<file path="config.mk">
export PLATFORM = sky130hd
export DESIGN_NAME = logic_gate_pipe
export DESIGN_NICKNAME = d
export VERILOG_FILES = /design/src/rtl/logic_gate_pipe.sv
export SDC_FILE = /design/constraint.sdc
export NUM_CORES = 1
export LEC_CHECK = 0
export ABC_AREA = 1
export CAP_MARGIN = 40
export CORE_ASPECT_RATIO = 1.5
export CORE_UTILIZATION = 35
export CTS_CLUSTER_DIAMETER = 80
export DETAILED_ROUTE_END_ITERATION = 8
export DONT_BUFFER_PORTS = 1
export GPL_TIMING_DRIVEN = 0
export SLEW_MARGIN = 20
export SYNTH_ARGS = -nofsm -noshare
export SYNTH_HDL_FRONTEND = slang
export SYNTH_SLANG_ARGS = --single-unit
</file>
<file path="constraint.sdc">
create_clock -name clk -period 4.7 [get_ports clk]
set_clock_uncertainty 0.05 [all_clocks]
set_input_delay 1.175 -clock clk [delete_from_list [all_inputs] [get_ports clk]]
set_output_delay 1.175 -clock clk [all_outputs]
set_load 0.01 [all_outputs]
</file>
<file path="src/rtl/logic_gate_pipe.sv">
// logic_gate_pipe
//   Registered bitwise gate with valid/ready output stage. Single mode returns
//   a op b one cycle after the beat is accepted. Chain mode folds ACC_LEN
//   accepted beats into one result: the first beat computes a op b, and each
//   later beat combines the running accumulator with b using the op latched
//   on the first beat.
//
// Ports
//   clk        clock, rising edge
//   rst_n      synchronous active-low reset
//   in_valid   input beat offered
//   in_ready   beat can be accepted this cycle (output register free or freeing)
//   a, b       WIDTH-bit operands (a ignored on chain beats after the first)
//   op         000 AND, 001 OR, 010 XOR, 011 NAND, 100 NOR, 101 XNOR,
//              110 NOT a, 111 BUF a
//   chain_en   1 = chain mode; sampled on a chain's first beat only
//   out_valid  out_y holds a result
//   out_ready  consumer accepts the result
//   out_y      WIDTH-bit result
//   busy       chain in progress
//
// state | meaning
// IDLE  | no chain open; next accepted beat is single or starts a chain
// ACCUM | chain open; acc holds the partial result, cnt counts accepted beats
module logic_gate_pipe #(
    parameter int WIDTH   = 8,
    parameter int ACC_LEN = 4
) (
    input  logic             clk,
    input  logic             rst_n,
    input  logic             in_valid,
    output logic             in_ready,
    input  logic [WIDTH-1:0] a,
    input  logic [WIDTH-1:0] b,
    input  logic [2:0]       op,
    input  logic             chain_en,
    output logic             out_valid,
    input  logic             out_ready,
    output logic [WIDTH-1:0] out_y,
    output logic             busy
);

    localparam int CW = (ACC_LEN > 1) ? $clog2(ACC_LEN) : 1;
    localparam logic [CW-1:0] CNT_LAST = CW'(ACC_LEN - 1);
    localparam logic [CW-1:0] CNT_ONE  = CW'(1);
    localparam logic          CHAIN_OK = (ACC_LEN > 1);

    localparam logic [0:0] IDLE  = 1'b0;
    localparam logic [0:0] ACCUM = 1'b1;

    logic [0:0]       state;
    logic [CW-1:0]    cnt;
    logic [WIDTH-1:0] acc;
    logic [2:0]       op_l;

    logic             accept;
    logic             start_chain;
    logic             final_beat;
    logic             load_out;
    logic [WIDTH-1:0] lhs;
    logic [WIDTH-1:0] next_val;
    logic [2:0]       op_sel;

    function automatic logic [WIDTH-1:0] gate(input logic [WIDTH-1:0] x,
                                              input logic [WIDTH-1:0] y,
                                              input logic [2:0]       sel);
        logic [WIDTH-1:0] r;
        case (sel)
            3'b000:  r = x & y;
            3'b001:  r = x | y;
            3'b010:  r = x ^ y;
            3'b011:  r = ~(x & y);
            3'b100:  r = ~(x | y);
            3'b101:  r = ~(x ^ y);
            3'b110:  r = ~x;
            default: r = x;
        endcase
        return r;
    endfunction

    assign busy     = (state == ACCUM);
    assign in_ready = !out_valid || out_ready;
    assign accept   = in_valid && in_ready;

    // Inside a chain the accumulator replaces a and the latched op replaces op.
    assign lhs      = busy ? acc  : a;
    assign op_sel   = busy ? op_l : op;
    assign next_val = gate(lhs, b, op_sel);

    assign start_chain = accept && !busy && chain_en && CHAIN_OK;
    assign final_beat  = busy && (cnt == CNT_LAST);
    assign load_out    = accept && (busy ? final_beat : !start_chain);

    always_ff @(posedge clk) begin
        if (!rst_n) begin
            state     <= IDLE;
            cnt       <= '0;
            acc       <= '0;
            op_l      <= '0;
            out_y     <= '0;
            out_valid <= 1'b0;
        end else begin
            // A load in the same cycle as a consume keeps out_valid high.
            if (load_out) begin
                out_y     <= next_val;
                out_valid <= 1'b1;
            end else if (out_ready) begin
                out_valid <= 1'b0;
            end

            if (start_chain) begin
                acc   <= next_val;
                op_l  <= op;
                cnt   <= CNT_ONE;
                state <= ACCUM;
            end else if (accept && busy) begin
                if (final_beat) begin
                    cnt   <= '0;
                    state <= IDLE;
                end else begin
                    acc <= next_val;
                    cnt <= cnt + CNT_ONE;
                end
            end
        end
    end

endmodule

</file>
Yosys cells after proc, flatten, opt, wreduce, memory -nomap -nowiden --
Index checks and enable logic that the tools add are counted.
Word-level totals: flip-flop bits (word level) 23, latch bits 0, RAM bits 0, bits in read-only memories 0, output and inout port bits 11, logic and storage cells 56, memories kept 0
Operators by class: $add $sub $neg 1, $mul 0, divide/modulo/power cells 0, order comparisons 0, eq/ne operators 8, shifts and indexed selects 0, multiplexer cells 15, bitwise gates (word level) 8, reductions and logical operators 17
Operator list (number):
- $pmux W8 S7 | 1
- $mux W8 | 4
- $not A8 Y8 | 4
- $eq A3 B3 Y1 const B | 3
- $and A8 B8 Y8 | 1
- $mux W1 | 8
- $or A8 B8 Y8 | 1
- $xor A8 B8 Y8 | 1
- $eq A3 B2 Y1 const B | 2
- $logic_and A1 B1 Y1 | 6
- $reduce_bool A2 Y1 | 3
- $reduce_and A2 Y1 | 2
- $eq A3 B1 Y1 const B | 1
- $logic_not A1 Y1 | 3
- $logic_not A3 Y1 | 1
- $mux W3 | 1
- $add A2 B1 Y2 const B | 1
- $eq A2 B2 Y1 const B | 1
- $mux W2 | 1
- $ne A2 B2 Y1 const B | 1
- $reduce_or A2 Y1 | 1
- $logic_or A1 B1 Y1 | 1
- $not A1 Y1 | 1

Logic depth before layout (Yosys ltp) --
depth after elaboration 9, mapped depth 13, gate-level depth less buffers 12

Worst setup path after synthesis --
OpenSTA, ideal clock, no wires.
path kind input to output, from input out_ready, to output in_ready, arrival time 1309 ps, required time 3475 ps, slack 2166 ps, stages 2, buffers on the path 0, path through inv_1 -> nand2_1
Between the ends: longest elaborated chain between the ends 1
RTL lines:
- from (decl) | line 38 | input logic out_ready,
- $logic_or A1 B1 Y1 | line 82 | assign in_ready = !out_valid || out_ready;
- to (decl) | line 32 | output logic in_ready,
No other way between the ends.

Worst setup path after layout --
Same ends and word-level chain as after synthesis.

==> impl_metrics.tcl <==
set metrics [dict create \
    status "finished, final reports clean" \
    clkSlewWorstSetupHoldPaths_ps 90 \
    syn_area_per_cell_um2 6.36 \
    cts_tree "yes" \
    antenna_found_initial 0 \
    ant_nets 0 \
    ctsHoldBuffers 0 \
    cts_buffers 3 \
    drive_above_1_share_pct 11.5 \
    path_cells "inv_1, nand2_1" \
    setup_viol 0 \
    critical_path_class "input pin to primary output" \
    floorplan.initialDensity_pct 36.6 \
    critPathMaxFanout 3 \
    routed_wl_um 5730 \
    syn_to_final_growth_pct 6.39 \
    min_to "op_l[0]" \
    arrival_ps 1320 \
    period_needed_ps 2550 \
    firstDrtPassIters 6 \
    critPathRequiredTime_ps 3470 \
    overflow 0 \
    reg2reg_slack_ps 2670 \
    p_leak_uw 0.00114 \
    track_usage_pct 18.9 \
    slew_headroom_pct 68.4 \
    synth_cell_types 24 \
    min_from "op_l[0]" \
    insertion_delay_ps 270 \
    tns_ps 0 \
    hpwl_um 4380 \
    cts.sinks 23 \
    end_kind "primary output" \
    die_area_mm2 0.00643 \
    min_path_cells 2 \
    chipWidth_um 65.8 \
    grt_max_degree 14 \
    crit_buf_inv 1 \
    reg2reg_depth 11 \
    gpl.final_weighted_congestion 0.857 \
    clock_tree.htree_level_count 1 \
    finalPower_uw 564 \
    cpPeakStageDelay_ps 130 \
    ys_warn_count 0 \
    syn_nets 377 \
    cp-start-kind "input pin" \
    hold_viol_final 0 \
    cts_root_buffer "clkbuf_8" \
    min-delay-path-class "flop to flop" \
    rsz0062_at_grt "false" \
    drt-vias-per-instance 5.25 \
    cellPowerDensity_mw_per_mm2 248 \
    grt_pass1_wl_um 9470 \
    postSynthCellCount 336 \
    fmax_mhz 393 \
    grt_pass1_vias 2048 \
    rr_startpoint "busy" \
    cts_setup_buffers 0 \
    drtIter0Drc 103 \
    ys_ff_latch 23 \
    fin_crit_sh_pct 54.2 \
    cts.repair.resized 0 \
    ys_seq_area_share_pct 21.6 \
    drv_cap 0 \
    n_antenna_cell 0 \
    tightestPinTransition_ps 472 \
    nNetsFinal 382 \
    die_h_um 97.7 \
    wire_per_inst_um 13.9 \
    fp-row-count 34 \
    drc 0 \
    finalMaxSlewViolations 0 \
    reg2reg_to "out_y[6]" \
    io_pins 35 \
    irDropWorstVdd_v 0.0000874 \
    crit_slowest_cell "nand2_1" \
    core_area_mm2 0.00583 \
    cp_top_family "simple AND/OR/NAND/NOR gates" \
    vias 2165 \
    synth_area_mm2 0.00214 \
    io_buffers 0 \
    cts_max_path_buffers 2 \
]
cell usage in the layout, fill, tap and decap left out:
cell type / n
nor2_4: 1
clkbuf_8: 3
mux2i_1: 1
nand4_1: 45
o21ai_0: 19
a21oi_1: 7
inv_2: 2
clkinv_2: 1
dfxtp_1: 23
nand2_2: 7
buf_6: 4
inv_1: 56
ha_1: 17
buf_4: 10
inv_6: 2
nand2_4: 5
nor3_4: 1
buf_2: 1
o211ai_1: 1
nor2_2: 1
o21ai_4: 1
o21ai_1: 8
nand2_1: 49
buf_1: 2
nor2_1: 59
nand3_1: 14
metrics by stage:
stage / setup WS (ps) / utilization (%) / instances / hold WS [ps] / area (um^2)
2_1_floorplan: 2170 / - / 336 / 394 / 2140
3_3_place_gp: 2150 / 38.2 / 408 / 408 / 2230
3_5_place_dp: 2150 / 38.2 / 408 / 413 / 2230
4_1_cts: 2150 / 39.0 / 412 / 426 / 2270
5_1_grt: 2140 / 39.0 / 412 / 462 / 2270
6_report: 2150 / 39.0 / 412 / 425 / 2270
report_power, final:
group	internal [uW]	total [uW]	switching (uW)
Combinational	73.1	217	144
Sequential	211	222	11.5
Clock	59.2	125	65.5
Total	343	564	221
per-layer routing:
metal	part of all wire, %	GRT usage (%)	wire length, um	vias up
met1	43	22.0	2450	980
met2	52	33.8	2950	74
met3	3.3	1.53	190	14
li1	-	-	-	1097
met5	0	0	0	-
met4	2.4	8.03	136	0
flip-flops by register name (all words and copies together), names as in the netlist:
| signal | count |
|---|---|
| out_valid | 1 |
| out_y | 8 |
| acc | 8 |
| busy | 1 |
| op_l | 3 |
| cnt | 2 |
final cells by class:
| type | count | area [um^2] |
|---|---|---|
| plain buffers | 17 | 133 |
| clock buffers | 3 | 41.3 |
| clock inverters | 1 | 5.00 |
| fillers | 639 | 3560 |
| inverters | 60 | 235 |
| multi-input cells | 236 | 1310 |
| flip-flops and latches | 23 | 460 |
| well taps | 72 | 90.1 |
worst max path at each step:
stage | start | endpoint | slack [ps] | cells after the start
after global placement | out_ready | in_ready | 2150 | 2
after global routing | out_ready | in_ready | 2140 | 2
final | out_ready | in_ready | 2150 | 2
after CTS | out_ready | in_ready | 2150 | 2
after detailed placement | out_ready | in_ready | 2150 | 2
after floorplan | out_ready | in_ready | 2170 | 2
cell families after synthesis:
| logic type | count (synthesis) | synth area share, % |
|---|---|---|
| AND/OR/NAND/NOR | 182 | 41.7 |
| buffers and inverters | 77 | 17.2 |
| AO/OA/AOI/OAI | 36 | 9.08 |
| flip-flops | 23 | 21.6 |
| adder cells (fa/ha/maj) | 17 | 9.96 |
| multiplexers | 1 | 0.469 |
cells in the mapped netlist:
| cell | number | area [um^2] |
|---|---|---|
| nand2_1 | 49 | 184 |
| inv_6 | 2 | 17.5 |
| nand2_4 | 5 | 56.3 |
| dfxtp_1 | 23 | 460 |
| nand4_1 | 45 | 282 |
| nor2_4 | 1 | 11.3 |
| o21ai_1 | 8 | 40.0 |
| nor2_1 | 59 | 221 |
| inv_2 | 2 | 7.51 |
| inv_1 | 56 | 210 |
| ha_1 | 17 | 213 |
| buf_6 | 4 | 45.0 |
| o21ai_0 | 19 | 95.1 |
| mux2i_1 | 1 | 10.0 |
| nand3_1 | 14 | 70.1 |
| buf_4 | 10 | 75.1 |
| buf_1 | 2 | 7.51 |
| o21ai_4 | 1 | 16.3 |
| nor2_2 | 1 | 6.26 |
| nand2_2 | 7 | 43.8 |
| buf_2 | 1 | 5.00 |
| a21oi_1 | 7 | 35.0 |
| o211ai_1 | 1 | 7.51 |
| nor3_4 | 1 | 16.3 |
No activity file was read; power rests on OpenSTA's default activity.
